File: src/rtl/md_pkg.sv
// Shared types and op-select bit positions for the multiply/divide HI/LO unit.
package md_pkg;

   typedef enum logic [1:0] {
      ST_IDLE = 2'd0,
      ST_MUL  = 2'd1,
      ST_DIV  = 2'd2,
      ST_FIX  = 2'd3
   } md_state_e;

   // Bit positions inside the decoder's one-hot pairs
   localparam int SEL_S = 0;   // MULT / DIV (signed)
   localparam int SEL_U = 1;   // MULTU / DIVU (unsigned)
   localparam int HL_LO = 0;   // MTLO / MFLO
   localparam int HL_HI = 1;   // MTHI / MFHI

   // A pair with both bits set falls back to the unsigned variant
   function automatic logic pair_signed(input logic [1:0] pair);
      return pair[SEL_S] & ~pair[SEL_U];
   endfunction

endpackage

File: src/rtl/md_hilo_unit_if.sv
// EX-stage bundle between the pipeline (master) and the mul/div HI/LO unit (slave).
interface md_hilo_unit_if #(
   parameter int DATA_W = 32
);
   logic              op_valid;
   logic [1:0]        mult;
   logic [1:0]        div;
   logic [1:0]        mthl;
   logic [1:0]        mfhl;
   logic [DATA_W-1:0] src_a;
   logic [DATA_W-1:0] src_b;
   logic              flush;
   logic              stall;
   logic              busy;
   logic              done;
   logic [DATA_W-1:0] hl_rdata;
   logic [DATA_W-1:0] hi;
   logic [DATA_W-1:0] lo;

   modport master (
      output op_valid, mult, div, mthl, mfhl, src_a, src_b, flush,
      input  stall, busy, done, hl_rdata, hi, lo
   );

   modport slave (
      input  op_valid, mult, div, mthl, mfhl, src_a, src_b, flush,
      output stall, busy, done, hl_rdata, hi, lo
   );
endinterface

File: src/rtl/md_div_iter.sv
// Iterative restoring divider on unsigned magnitudes, DIV_RADIX quotient bits per step.
module md_div_iter #(
   parameter int DATA_W    = 32,
   parameter int DIV_RADIX = 1
) (
   input  logic              clk,
   input  logic              rst,
   input  logic              start_i,
   input  logic              step_i,
   input  logic [DATA_W-1:0] dividend_i,
   input  logic [DATA_W-1:0] divisor_i,
   output logic [DATA_W-1:0] quot_o,
   output logic [DATA_W-1:0] rem_o,
   output logic              last_o
);
   localparam int STEPS = DATA_W / DIV_RADIX;
   localparam int CW    = (STEPS > 1) ? $clog2(STEPS) : 1;

   logic [DATA_W-1:0] rem_q;
   logic [DATA_W-1:0] quo_q;
   logic [DATA_W-1:0] dvs_q;
   logic [CW-1:0]     cnt_q;

   logic [DATA_W-1:0] rem_s [0:DIV_RADIX];
   logic [DATA_W-1:0] quo_s [0:DIV_RADIX];

   assign rem_s[0] = rem_q;
   assign quo_s[0] = quo_q;

   // quo_q shifts dividend bits out the top while quotient bits enter at the bottom
   for (genvar gi = 0; gi < DIV_RADIX; gi++) begin : g_step
      logic [DATA_W:0] trial;
      logic [DATA_W:0] diff;
      assign trial          = {rem_s[gi], quo_s[gi][DATA_W-1]};
      assign diff           = trial - {1'b0, dvs_q};
      assign rem_s[gi+1]    = diff[DATA_W] ? trial[DATA_W-1:0] : diff[DATA_W-1:0];
      assign quo_s[gi+1]    = {quo_s[gi][DATA_W-2:0], ~diff[DATA_W]};
   end

   always_ff @(posedge clk or posedge rst) begin
      if (rst) begin
         rem_q <= '0;
         quo_q <= '0;
         dvs_q <= '0;
         cnt_q <= '0;
      end else if (start_i) begin
         rem_q <= '0;
         quo_q <= dividend_i;
         dvs_q <= divisor_i;
         cnt_q <= CW'(STEPS - 1);
      end else if (step_i) begin
         rem_q <= rem_s[DIV_RADIX];
         quo_q <= quo_s[DIV_RADIX];
         if (cnt_q != '0) begin
            cnt_q <= cnt_q - CW'(1);
         end
      end
   end

   assign quot_o = quo_q;
   assign rem_o  = rem_q;
   assign last_o = (cnt_q == '0);

endmodule

File: src/rtl/md_hilo_unit.sv
// EX-stage multiply/divide unit owning HI/LO; stalls HI/LO accesses while an op is in flight.
module md_hilo_unit
   import md_pkg::*;
#(
   parameter int DATA_W    = 32,
   parameter int MUL_LAT   = 2,
   parameter int DIV_RADIX = 1
) (
   input  logic           clk,
   input  logic           rst,
   md_hilo_unit_if.slave  bus
);
   localparam int MCW = (MUL_LAT > 1) ? $clog2(MUL_LAT) : 1;

   md_state_e         state_q;
   logic [DATA_W-1:0] hi_q;
   logic [DATA_W-1:0] lo_q;
   logic              done_q;
   logic [MCW-1:0]    mul_cnt_q;
   logic [DATA_W-1:0] a_q;
   logic [DATA_W-1:0] b_q;
   logic              mul_signed_q;
   logic              qneg_q;
   logic              rneg_q;

   logic              busy;
   logic              accept;
   logic              do_div;
   logic              do_mul;
   logic              do_mt;
   logic              div_zero;
   logic              div_signed;
   logic              a_neg;
   logic              b_neg;
   logic [DATA_W-1:0] a_mag;
   logic [DATA_W-1:0] b_mag;
   logic [DATA_W-1:0] div_quot;
   logic [DATA_W-1:0] div_rem;
   logic              div_last;

   logic [2*DATA_W-1:0] ax;
   logic [2*DATA_W-1:0] bx;
   logic [2*DATA_W-1:0] mul_hilo_d;
   logic [DATA_W-1:0]   fix_lo_d;
   logic [DATA_W-1:0]   fix_hi_d;

   assign busy   = (state_q != ST_IDLE);
   assign accept = bus.op_valid & ~busy & ~bus.flush;
   assign do_div = accept & (|bus.div);
   assign do_mul = accept & ~(|bus.div) & (|bus.mult);
   assign do_mt  = accept & ~(|bus.div) & ~(|bus.mult) & (|bus.mthl);

   assign div_zero   = (bus.src_b == '0);
   assign div_signed = pair_signed(bus.div);
   assign a_neg      = div_signed & bus.src_a[DATA_W-1];
   assign b_neg      = div_signed & bus.src_b[DATA_W-1];
   assign a_mag      = a_neg ? -bus.src_a : bus.src_a;
   assign b_mag      = b_neg ? -bus.src_b : bus.src_b;

   md_div_iter #(
      .DATA_W    (DATA_W),
      .DIV_RADIX (DIV_RADIX)
   ) u_div (
      .clk        (clk),
      .rst        (rst),
      .start_i    (do_div & ~div_zero),
      .step_i     ((state_q == ST_DIV) & ~bus.flush),
      .dividend_i (a_mag),
      .divisor_i  (b_mag),
      .quot_o     (div_quot),
      .rem_o      (div_rem),
      .last_o     (div_last)
   );

   // Low 2*DATA_W bits of the extended product are exact for both signednesses
   assign ax         = mul_signed_q ? {{DATA_W{a_q[DATA_W-1]}}, a_q} : {{DATA_W{1'b0}}, a_q};
   assign bx         = mul_signed_q ? {{DATA_W{b_q[DATA_W-1]}}, b_q} : {{DATA_W{1'b0}}, b_q};
   assign mul_hilo_d = ax * bx;
   assign fix_lo_d   = qneg_q ? -div_quot : div_quot;
   assign fix_hi_d   = rneg_q ? -div_rem  : div_rem;

   always_ff @(posedge clk or posedge rst) begin
      if (rst) begin
         state_q      <= ST_IDLE;
         hi_q         <= '0;
         lo_q         <= '0;
         done_q       <= 1'b0;
         mul_cnt_q    <= '0;
         a_q          <= '0;
         b_q          <= '0;
         mul_signed_q <= 1'b0;
         qneg_q       <= 1'b0;
         rneg_q       <= 1'b0;
      end else begin
         done_q <= 1'b0;
         case (state_q)
            ST_IDLE: begin
               if (do_div) begin
                  if (!div_zero) begin
                     state_q <= ST_DIV;
                     qneg_q  <= a_neg ^ b_neg;
                     rneg_q  <= a_neg;
                  end
               end else if (do_mul) begin
                  state_q      <= ST_MUL;
                  a_q          <= bus.src_a;
                  b_q          <= bus.src_b;
                  mul_signed_q <= pair_signed(bus.mult);
                  mul_cnt_q    <= MCW'(MUL_LAT - 1);
               end else if (do_mt) begin
                  if (bus.mthl[HL_HI]) begin
                     hi_q <= bus.src_a;
                  end else if (bus.mthl[HL_LO]) begin
                     lo_q <= bus.src_a;
                  end
               end
            end
            ST_MUL: begin
               if (bus.flush) begin
                  state_q <= ST_IDLE;
               end else if (mul_cnt_q == '0) begin
                  {hi_q, lo_q} <= mul_hilo_d;
                  done_q       <= 1'b1;
                  state_q      <= ST_IDLE;
               end else begin
                  mul_cnt_q <= mul_cnt_q - MCW'(1);
               end
            end
            ST_DIV: begin
               if (bus.flush) begin
                  state_q <= ST_IDLE;
               end else if (div_last) begin
                  state_q <= ST_FIX;
               end
            end
            ST_FIX: begin
               if (!bus.flush) begin
                  lo_q   <= fix_lo_d;
                  hi_q   <= fix_hi_d;
                  done_q <= 1'b1;
               end
               state_q <= ST_IDLE;
            end
            default: state_q <= ST_IDLE;
         endcase
      end
   end

   assign bus.busy     = busy;
   assign bus.done     = done_q;
   assign bus.stall    = bus.op_valid & busy &
                         ((|bus.mult) | (|bus.div) | (|bus.mthl) | (|bus.mfhl));
   assign bus.hl_rdata = bus.mfhl[HL_HI] ? hi_q : lo_q;
   assign bus.hi       = hi_q;
   assign bus.lo       = lo_q;

endmodule

File: src/flat_wrapper.sv
// flat-port wrapper written by rule: the top's interface ports become plain ports
module md_hilo_unit_flat import md_pkg::*;
#(
   parameter int DATA_W    = 32,
   parameter int MUL_LAT   = 2,
   parameter int DIV_RADIX = 1
)
  (clk, rst, bus_op_valid, bus_mult, bus_div, bus_mthl, bus_mfhl, bus_src_a, bus_src_b, bus_flush, bus_stall, bus_busy, bus_done, bus_hl_rdata, bus_hi, bus_lo);
  md_hilo_unit_if #(.DATA_W(DATA_W)) bus_i ();
  input  logic clk;
  input  logic rst;
  input wire logic [$bits(bus_i.op_valid)-1:0] bus_op_valid;
  input wire logic [$bits(bus_i.mult)-1:0] bus_mult;
  input wire logic [$bits(bus_i.div)-1:0] bus_div;
  input wire logic [$bits(bus_i.mthl)-1:0] bus_mthl;
  input wire logic [$bits(bus_i.mfhl)-1:0] bus_mfhl;
  input wire logic [$bits(bus_i.src_a)-1:0] bus_src_a;
  input wire logic [$bits(bus_i.src_b)-1:0] bus_src_b;
  input wire logic [$bits(bus_i.flush)-1:0] bus_flush;
  output wire logic [$bits(bus_i.stall)-1:0] bus_stall;
  output wire logic [$bits(bus_i.busy)-1:0] bus_busy;
  output wire logic [$bits(bus_i.done)-1:0] bus_done;
  output wire logic [$bits(bus_i.hl_rdata)-1:0] bus_hl_rdata;
  output wire logic [$bits(bus_i.hi)-1:0] bus_hi;
  output wire logic [$bits(bus_i.lo)-1:0] bus_lo;
  assign bus_i.op_valid = bus_op_valid;
  assign bus_i.mult = bus_mult;
  assign bus_i.div = bus_div;
  assign bus_i.mthl = bus_mthl;
  assign bus_i.mfhl = bus_mfhl;
  assign bus_i.src_a = bus_src_a;
  assign bus_i.src_b = bus_src_b;
  assign bus_i.flush = bus_flush;
  assign bus_stall = bus_i.stall;
  assign bus_busy = bus_i.busy;
  assign bus_done = bus_i.done;
  assign bus_hl_rdata = bus_i.hl_rdata;
  assign bus_hi = bus_i.hi;
  assign bus_lo = bus_i.lo;
  md_hilo_unit #(.DATA_W(DATA_W), .MUL_LAT(MUL_LAT), .DIV_RADIX(DIV_RADIX)) u_core (.clk(clk), .rst(rst), .bus(bus_i));
endmodule
File: config.mk
export PLATFORM = sky130hd
export DESIGN_NAME = md_hilo_unit_flat
export DESIGN_NICKNAME = d
export VERILOG_FILES = /design/src/rtl/md_pkg.sv /design/src/rtl/md_hilo_unit_if.sv /design/src/rtl/md_div_iter.sv /design/src/rtl/md_hilo_unit.sv /design/src/flat_wrapper.sv
export SDC_FILE = /design/constraint.sdc
export NUM_CORES = 2
export LEC_CHECK = 0
export ABC_AREA = 1
export BUFFER_PORTS_ARGS = -buffer_cell sky130_fd_sc_hd__buf_2
export CAP_MARGIN = 20
export CORE_ASPECT_RATIO = 1.75
export CORE_MARGIN = 2
export CORE_UTILIZATION = 67
export CTS_BUF_LIST = sky130_fd_sc_hd__clkbuf_4
export CTS_CLUSTER_SIZE = 10
export DETAILED_ROUTE_END_ITERATION = 7
export PLACE_DENSITY = 0.85
export SLEW_MARGIN = 20
export SYNTH_ARGS = -nofsm -noshare
export SYNTH_HDL_FRONTEND = slang
export SYNTH_HIERARCHICAL = 1
export SYNTH_SLANG_ARGS = --single-unit
export TNS_END_PERCENT = 30
File: constraint.sdc
create_clock -name clk -period 10.2 [get_ports clk]
set_input_delay 0 -clock clk [delete_from_list [all_inputs] [get_ports clk]]
set_output_delay 0 -clock clk [all_outputs]
set_load 0.02 [all_outputs]
* After elaboration in Yosys (flattened, before gate mapping)
Index checks and enable logic that the tools add are counted.
** Word-level totals
- Register bits after elaboration :: 236
- Bits in latches :: 0
- Memory bits (writable) :: 0
- Bits in read-only memories :: 0
- Bits of input ports :: 76
- Output and inout port bits :: 99
- Word-level logic and storage cells :: 136
- Memories kept :: 0
** Operators by class
- $add $sub $neg :: 7
- Multiply operators :: 1
- Div/mod/pow operators :: 0
- $lt $le $gt $ge :: 0
- Equal/unequal tests :: 17
- Shifts and indexed selects :: 0
- Multiplexer cells :: 49
- Bitwise logic cells :: 28
- Reductions and logical operators :: 20
** Operators by type and width (number)
- 32-bit 2-to-1 mux :: 25
- 32-bit case mux with 3 select lines :: 2
- 64-bit 2-to-1 mux :: 2
- 32-bit negation :: 4
- 64-bit by 64-bit multiplier with 64-bit output :: 1
- 33-bit by 32-bit subtractor with 33-bit output :: 1
- 32-bit zero test :: 1
- 2-bit inequality test, second input constant :: 8
- 1-bit bitwise AND :: 15
- 5-bit 2-to-1 mux :: 3
- 2-bit 2-to-1 mux :: 7
- 1-bit NOT :: 9
- 9-bit AND reduction :: 1
- 2-bit case mux with 4 select lines :: 1
- 4-bit AND reduction :: 2
- 8-bit AND reduction :: 1
- 2-bit nonzero test :: 4
- 2-bit OR reduction :: 4
- 1-bit 2-to-1 mux :: 7
- 3-bit inequality test, second input constant :: 2
- 3-bit AND reduction :: 2
- 5-bit zero test :: 1
- 5-bit nonzero test :: 1
- 5-bit by 1-bit subtractor with 5-bit output, second input constant :: 1
- other kinds (12) :: 17

* Longest topological paths before layout
- Depth after elaboration :: 11
- Gate-level depth with buffers :: 41

* By module
Netlist, hierarchy kept.
** By module, submodules not included
- md_hilo_unit :: times used 1, cells an instance 7702, area an instance 59861.2 um2, seq. area each 3378.2 um2
- md_div_iter :: times used 1, cells an instance 1054, area an instance 6990.5 um2, seq. area each 2527.4 um2

* Least setup slack after synthesis
OpenSTA, ideal clock, no wires.
- Kind :: register -> register
- Start point :: register u_core.a_q[31]
- End point :: register u_core.hi_q[28], in the netlist u_core/bus.hi[28]
- Arrival time :: 8372 ps
- Required time :: 10080 ps
- Setup slack :: 1708 ps
- Cell stages (with the launch flop) :: 33
- Path buffers :: 2
- Path through :: dfrtp_1 buf_2 nand2_1 inv_1 clkbuf_1 nand2_1 fa_1 inv_1 fa_1 fa_1 inv_1 fa_1 inv_1 fa_1 fa_1 fa_1 fa_1 fa_1 inv_1 fa_1 inv_1 ha_1 nand2_1 nor2_1 inv_1 nor4_1 nand3_1 nand2_1 nand2_1 nand3_1 nand3_1 o21ai_0 inv_1
** On the way
- Word-level cells in the longest chain between the ends :: 5
** RTL lines
- start: declaration :: RTL line md_hilo_unit.sv:20 : logic [DATA_W-1:0] a_q;
- start signal: assignment :: RTL line md_hilo_unit.sv:106 : a_q <= bus.src_a;
- 64-bit 2-to-1 mux :: RTL line md_hilo_unit.sv:76 : assign ax = mul_signed_q ? {{DATA_W{a_q[DATA_W-1]}}, a_q} : {{DATA_W{1'b0}}, a_q};
- 64-bit by 64-bit multiplier with 64-bit output :: RTL line md_hilo_unit.sv:78 : assign mul_hilo_d = ax * bx;
- 32-bit 2-to-1 mux :: RTL line md_hilo_unit.sv:121 : end else if (mul_cnt_q == '0) begin
- 32-bit 2-to-1 mux :: RTL line md_hilo_unit.sv:119 : if (bus.flush) begin
- 32-bit case mux with 3 select lines :: RTL line md_hilo_unit.sv:96 : case (state_q)
- end signal: assignment :: RTL line md_hilo_unit.sv:112 : hi_q <= bus.src_a;
- end signal: assignment :: RTL line md_hilo_unit.sv:122 : {hi_q, lo_q} <= mul_hilo_d;
- end signal: assignment :: RTL line md_hilo_unit.sv:139 : hi_q <= fix_hi_d;
- end: declaration :: RTL line md_hilo_unit.sv:16 : logic [DATA_W-1:0] hi_q;
No other way between the ends. The select of a mux whose other input is x is not followed.
A chain may end at the register's enable or synchronous reset.

* Final worst setup path
- Start point :: register u_core.b_q[12]
- End point :: register u_core.hi_q[17], in the netlist u_core/bus.hi[17]
** On the way
- Word-level cells in the longest chain between the ends :: 5
** RTL lines
- start: declaration :: RTL line md_hilo_unit.sv:21 : logic [DATA_W-1:0] b_q;
- start signal: assignment :: RTL line md_hilo_unit.sv:107 : b_q <= bus.src_b;
- 64-bit 2-to-1 mux :: RTL line md_hilo_unit.sv:77 : assign bx = mul_signed_q ? {{DATA_W{b_q[DATA_W-1]}}, b_q} : {{DATA_W{1'b0}}, b_q};
- 64-bit by 64-bit multiplier with 64-bit output :: RTL line md_hilo_unit.sv:78
- 32-bit 2-to-1 mux :: RTL line md_hilo_unit.sv:121
- 32-bit 2-to-1 mux :: RTL line md_hilo_unit.sv:119
- 32-bit case mux with 3 select lines :: RTL line md_hilo_unit.sv:96
No other way between the ends. The select of a mux whose other input is x is not followed.

==> results.yml <==
status:
  status: "finished, violations left"
  violations: "negative setup slack"
critical_path:
  cp_slowest_stage_delay_ps: 1160
  worstReg2RegStart: "u_core/b_q[12]"
  crit_cells: 29
  crit_type: "flop to flop"
  endpoint_of_the_most_critical_register_to_register_path: "u_core/bus.hi[17]"
  critical_path_buf_inv_count: 7
  critical_path.most_common_cell: "sky130_fd_sc_hd__fa_1"
  crit_required_ps: 11030
  worst-path-max-fanout: 19
  category_of_cells_accounting_for_the_largest_share_of_critical_path_delay: "adder cells"
  worst_setup_path_start_kind: "flop"
  timing.critical_path.arrival_ps: 11110
  worst_path_max_delay_cell: "sky130_fd_sc_hd__dfrtp_1"
  cp-end-kind: "flop"
  worst_reg_to_reg_path_cell_count: 29
  regToRegSetupSlack_ps: -80
timing:
  final-hold-violation-count: 0
  timing.max_slew.rel_slack: 0.1763
  rsz0062_at_grt: "no"
  finalSetupViolCount: 2
  fin_crit_ps: 10280
  report.final.slew_viol_count: 0
  slew_of_the_pin_with_the_lowest_slew_margin_ps: 1236
  worst_slack_ps: -75.55
  final.hold.worst_slack_ps: 22.04
  fmax_ghz: 0.09732
  fin_crit_sh: 1.007
  clock_skew_ps: 91.40
detailed_routing:
  routed-wl-met2_mm: 121.0
  drtPass1Iterations: 6
  detail_route.wirelength.met1_mm: 76.39
  drtIter0Drc: 7105
  drt-wirelength-per-cell_um: 26.22
  met3WireLength_mm: 33.72
  drt_wl_total_mm: 269.9
  vias_per_cell: 5.964
  vias: 61397
  detail_route.drc_violations: 0
  top_layer_used: "met5"
  final_antenna_net_count: 0
logic_synthesis:
  post_synth_inst_count: 8756
  synth.net_count: 10598
  synth.yosys.warnings: 6
  synth.yosys.seq_area_share: 0.08834
  yosys_register_bits: 236
  async_reset_ff_frac: 1.000
  ys.flop_type: "sky130_fd_sc_hd__dfrtp_1"
  synth.lib_cells_used.distinct: 58
  postSynthAreaPerCell_sq_um: 7.635
  count_of_flip_flops_with_a_built_in_enable_after_synthesis: 0
  post_synth_instance_area_sq_um: 66850
place:
  dp_slack_ps: 516.8
  routabilityCongestion: 1.088
  dp_hpwl_mm: 212.8
  placement.io_buffers: 174
cts:
  clock_insertion_delay_worst_skew_ps: 1000
  clk_root_buffer_cell: "sky130_fd_sc_hd__clkbuf_4"
  cts_htree_levels: 2
  clock_sink_count: 236
  clock_path_buffers: 3
  cts_tree: "yes"
  post-cts-setup-buffers: 0
  cts.clk_slew.worst_paths_ps: 90
  cts_made_buffers: 59
final_layout:
  layout.nets: 10753
  areaGrowthSynthToFinish_pct: 6.629
  final_layout_size_suffix_gt1_frac: 0.06272
  fillCellCount: 7852
job:
  cap_violations: 0
grt:
  vias_in_the_first_global_route: 66538
  pin_count_of_the_biggest_net_entering_global_routing: 93
  globalRouteTotalUtil: 0.5514
  grt_antenna_before_repair: 24
  grt_pass1_wl_mm: 409.9
  grt_remaining_overflow: 0
min_path:
  hold_path_depth: 4
  hold_start: "bus_src_b[25]"
  hold-path-endpoint: "u_core/b_q[25]"
  hp-class: "primary input to flop"
floorplanning:
  core_sq_um: 99160
  die_w_um: 242.8
  initial_utilization: 0.6742
  design.die.area_sq_um: 102400
  io-pin-count: 175
  die_h_um: 421.9
  rows: 153
==> worst reg2reg max path, delay by kind of cell (launching register included) <==
| family | cells | cell delay (ps) |
|---|---|---|
| simple gates | 9 | 1360 |
| buf+inv | 7 | 540 |
| fa+ha+maj | 11 | 6140 |
| compound gates | 2 | 950 |
| flops | 1 | 1160 |
==> area by class of cell <==
class,instances,area [sq um],area share
clock inverter,27,157.7,0.002212
multi-input combinational,5517,49630,0.6962
inverter,2650,9956,0.1397
antenna,18,45.04,0.0006319
tap,1317,1648,0.02312
clock buffer,83,623.1,0.008741
timing repair buffer,447,3316,0.04651
sequential,236,5913,0.08295
==> registers in the layout (all words and copies together), names as in the netlist <==
| name | flops |
|---|---|
| u_core/mul_signed_q | 1 |
| u_core/u_div/cnt_q | 5 |
| u_core/rneg_q | 1 |
| u_core/u_div/quot_o | 32 |
| u_core/b_q | 32 |
| u_core/u_div/dvs_q | 32 |
| u_core/u_div/rem_o | 32 |
| u_core/mul_cnt_q | 1 |
| u_core/bus.lo | 32 |
| u_core/bus.hi | 32 |
| u_core/state_q | 2 |
| u_core/a_q | 32 |
| u_core/qneg_q | 1 |
| u_core/bus.done | 1 |
==> cell families after synthesis <==
| family | count (synthesis) | share of synthesized area |
|---|---|---|
| AO/OA/AOI/OAI | 607 | 0.05134 |
| adder cells (fa/ha/maj) | 1766 | 0.4900 |
| flip-flops | 236 | 0.08834 |
| buffers and inverters | 3003 | 0.1698 |
| AND/OR/NAND/NOR | 3040 | 0.1869 |
| XOR/XNOR | 104 | 0.01363 |
==> per-layer routing <==
metal / global-route usage / vias to the layer above
li1: - / 25323
met1: 0.5512 / 29233
met2: 0.8475 / 4700
met3: 0.2161 / 2111
met4: 0.5724 / 30
met5: 0.009488 / -
==> how the worst max path moves through the flow <==
stage | from | endpoint | slack (ps)
after CTS | u_core/mul_signed_q | u_core/bus.hi[30] | 540
after global placement | u_core/mul_signed_q | u_core/bus.hi[28] | 800
after floorplan | u_core/a_q[31] | u_core/bus.hi[28] | 1710
after detailed placement | u_core/mul_signed_q | u_core/bus.hi[30] | 520
final | u_core/b_q[12] | u_core/bus.hi[17] | -80
after global routing | u_core/a_q[20] | u_core/bus.hi[17] | 40
==> synthesized netlist by cell type, drive strengths merged, types with 7 or more instances <==
cell	count	area, sq um
a21o	19	142.6
o221ai	12	105.1
xnor2	26	227.7
nand2	2122	8053
nand4	40	287.8
nand3b	18	135.1
xor2	78	683.2
a31oi	18	112.6
inv	2647	9936
o21bai	17	135.1
nor4	14	87.58
o211ai	31	237.7
a21oi	198	1010
fa	1420	28430
nor2	487	1908
o21ai	272	1373
buf	43	241.5
dfrtp	236	5906
ha	346	4329
nor3	57	385.4
clkbuf	310	1164
or2	27	168.9
nand3	266	1411
o21a	7	52.55
==> through the flow <==
step | setup TNS, ps | instance area, sq um | cells | utilization
2_1_floorplan | 0 | 66850 | 8756 | -
3_3_place_gp | 0 | 69070 | 10029 | 0.6966
3_5_place_dp | 0 | 69070 | 10029 | 0.6966
4_1_cts | 0 | 71240 | 10277 | 0.7184
5_1_grt | 0 | 71250 | 10281 | 0.7185
6_report | -122.9 | 71280 | 10295 | 0.7189
==> placed cells by master (no fill, tap or decap), drive strengths merged, types with 4 or more instances in the layout <==
| master | instances |
|---|---|
| xnor2 | 26 |
| buf | 309 |
| o221ai | 12 |
| a32oi | 5 |
| o21bai | 17 |
| o22ai | 4 |
| or2 | 27 |
| fa | 1420 |
| nand3 | 266 |
| nor2 | 487 |
| nand2 | 2122 |
| xor2 | 78 |
| a21o | 19 |
| nand3b | 18 |
| a22oi | 4 |
| o31ai | 5 |
| a21oi | 198 |
| clkbuf | 83 |
| ha | 346 |
| clkinv | 27 |
| o211ai | 31 |
| nor4 | 14 |
| o21ai | 272 |
| a41oi | 4 |
| a31oi | 18 |
| a21boi | 4 |
| and2 | 6 |
| o21a | 7 |
| dfrtp | 236 |
| inv | 2649 |
| nor3 | 57 |
| dlygate4sd3 | 138 |
| diode | 18 |
| nand4 | 40 |
==> timing repair <==
action,CTS,global route
endpoints found under the setup margin,0,4
gates resized for setup,0,1
endpoints found under the hold margin,391,0
hold buffers,138,0
Power is not shown: default switching activity piles up to over one toggle a cycle in this logic, so the estimate is an artifact.
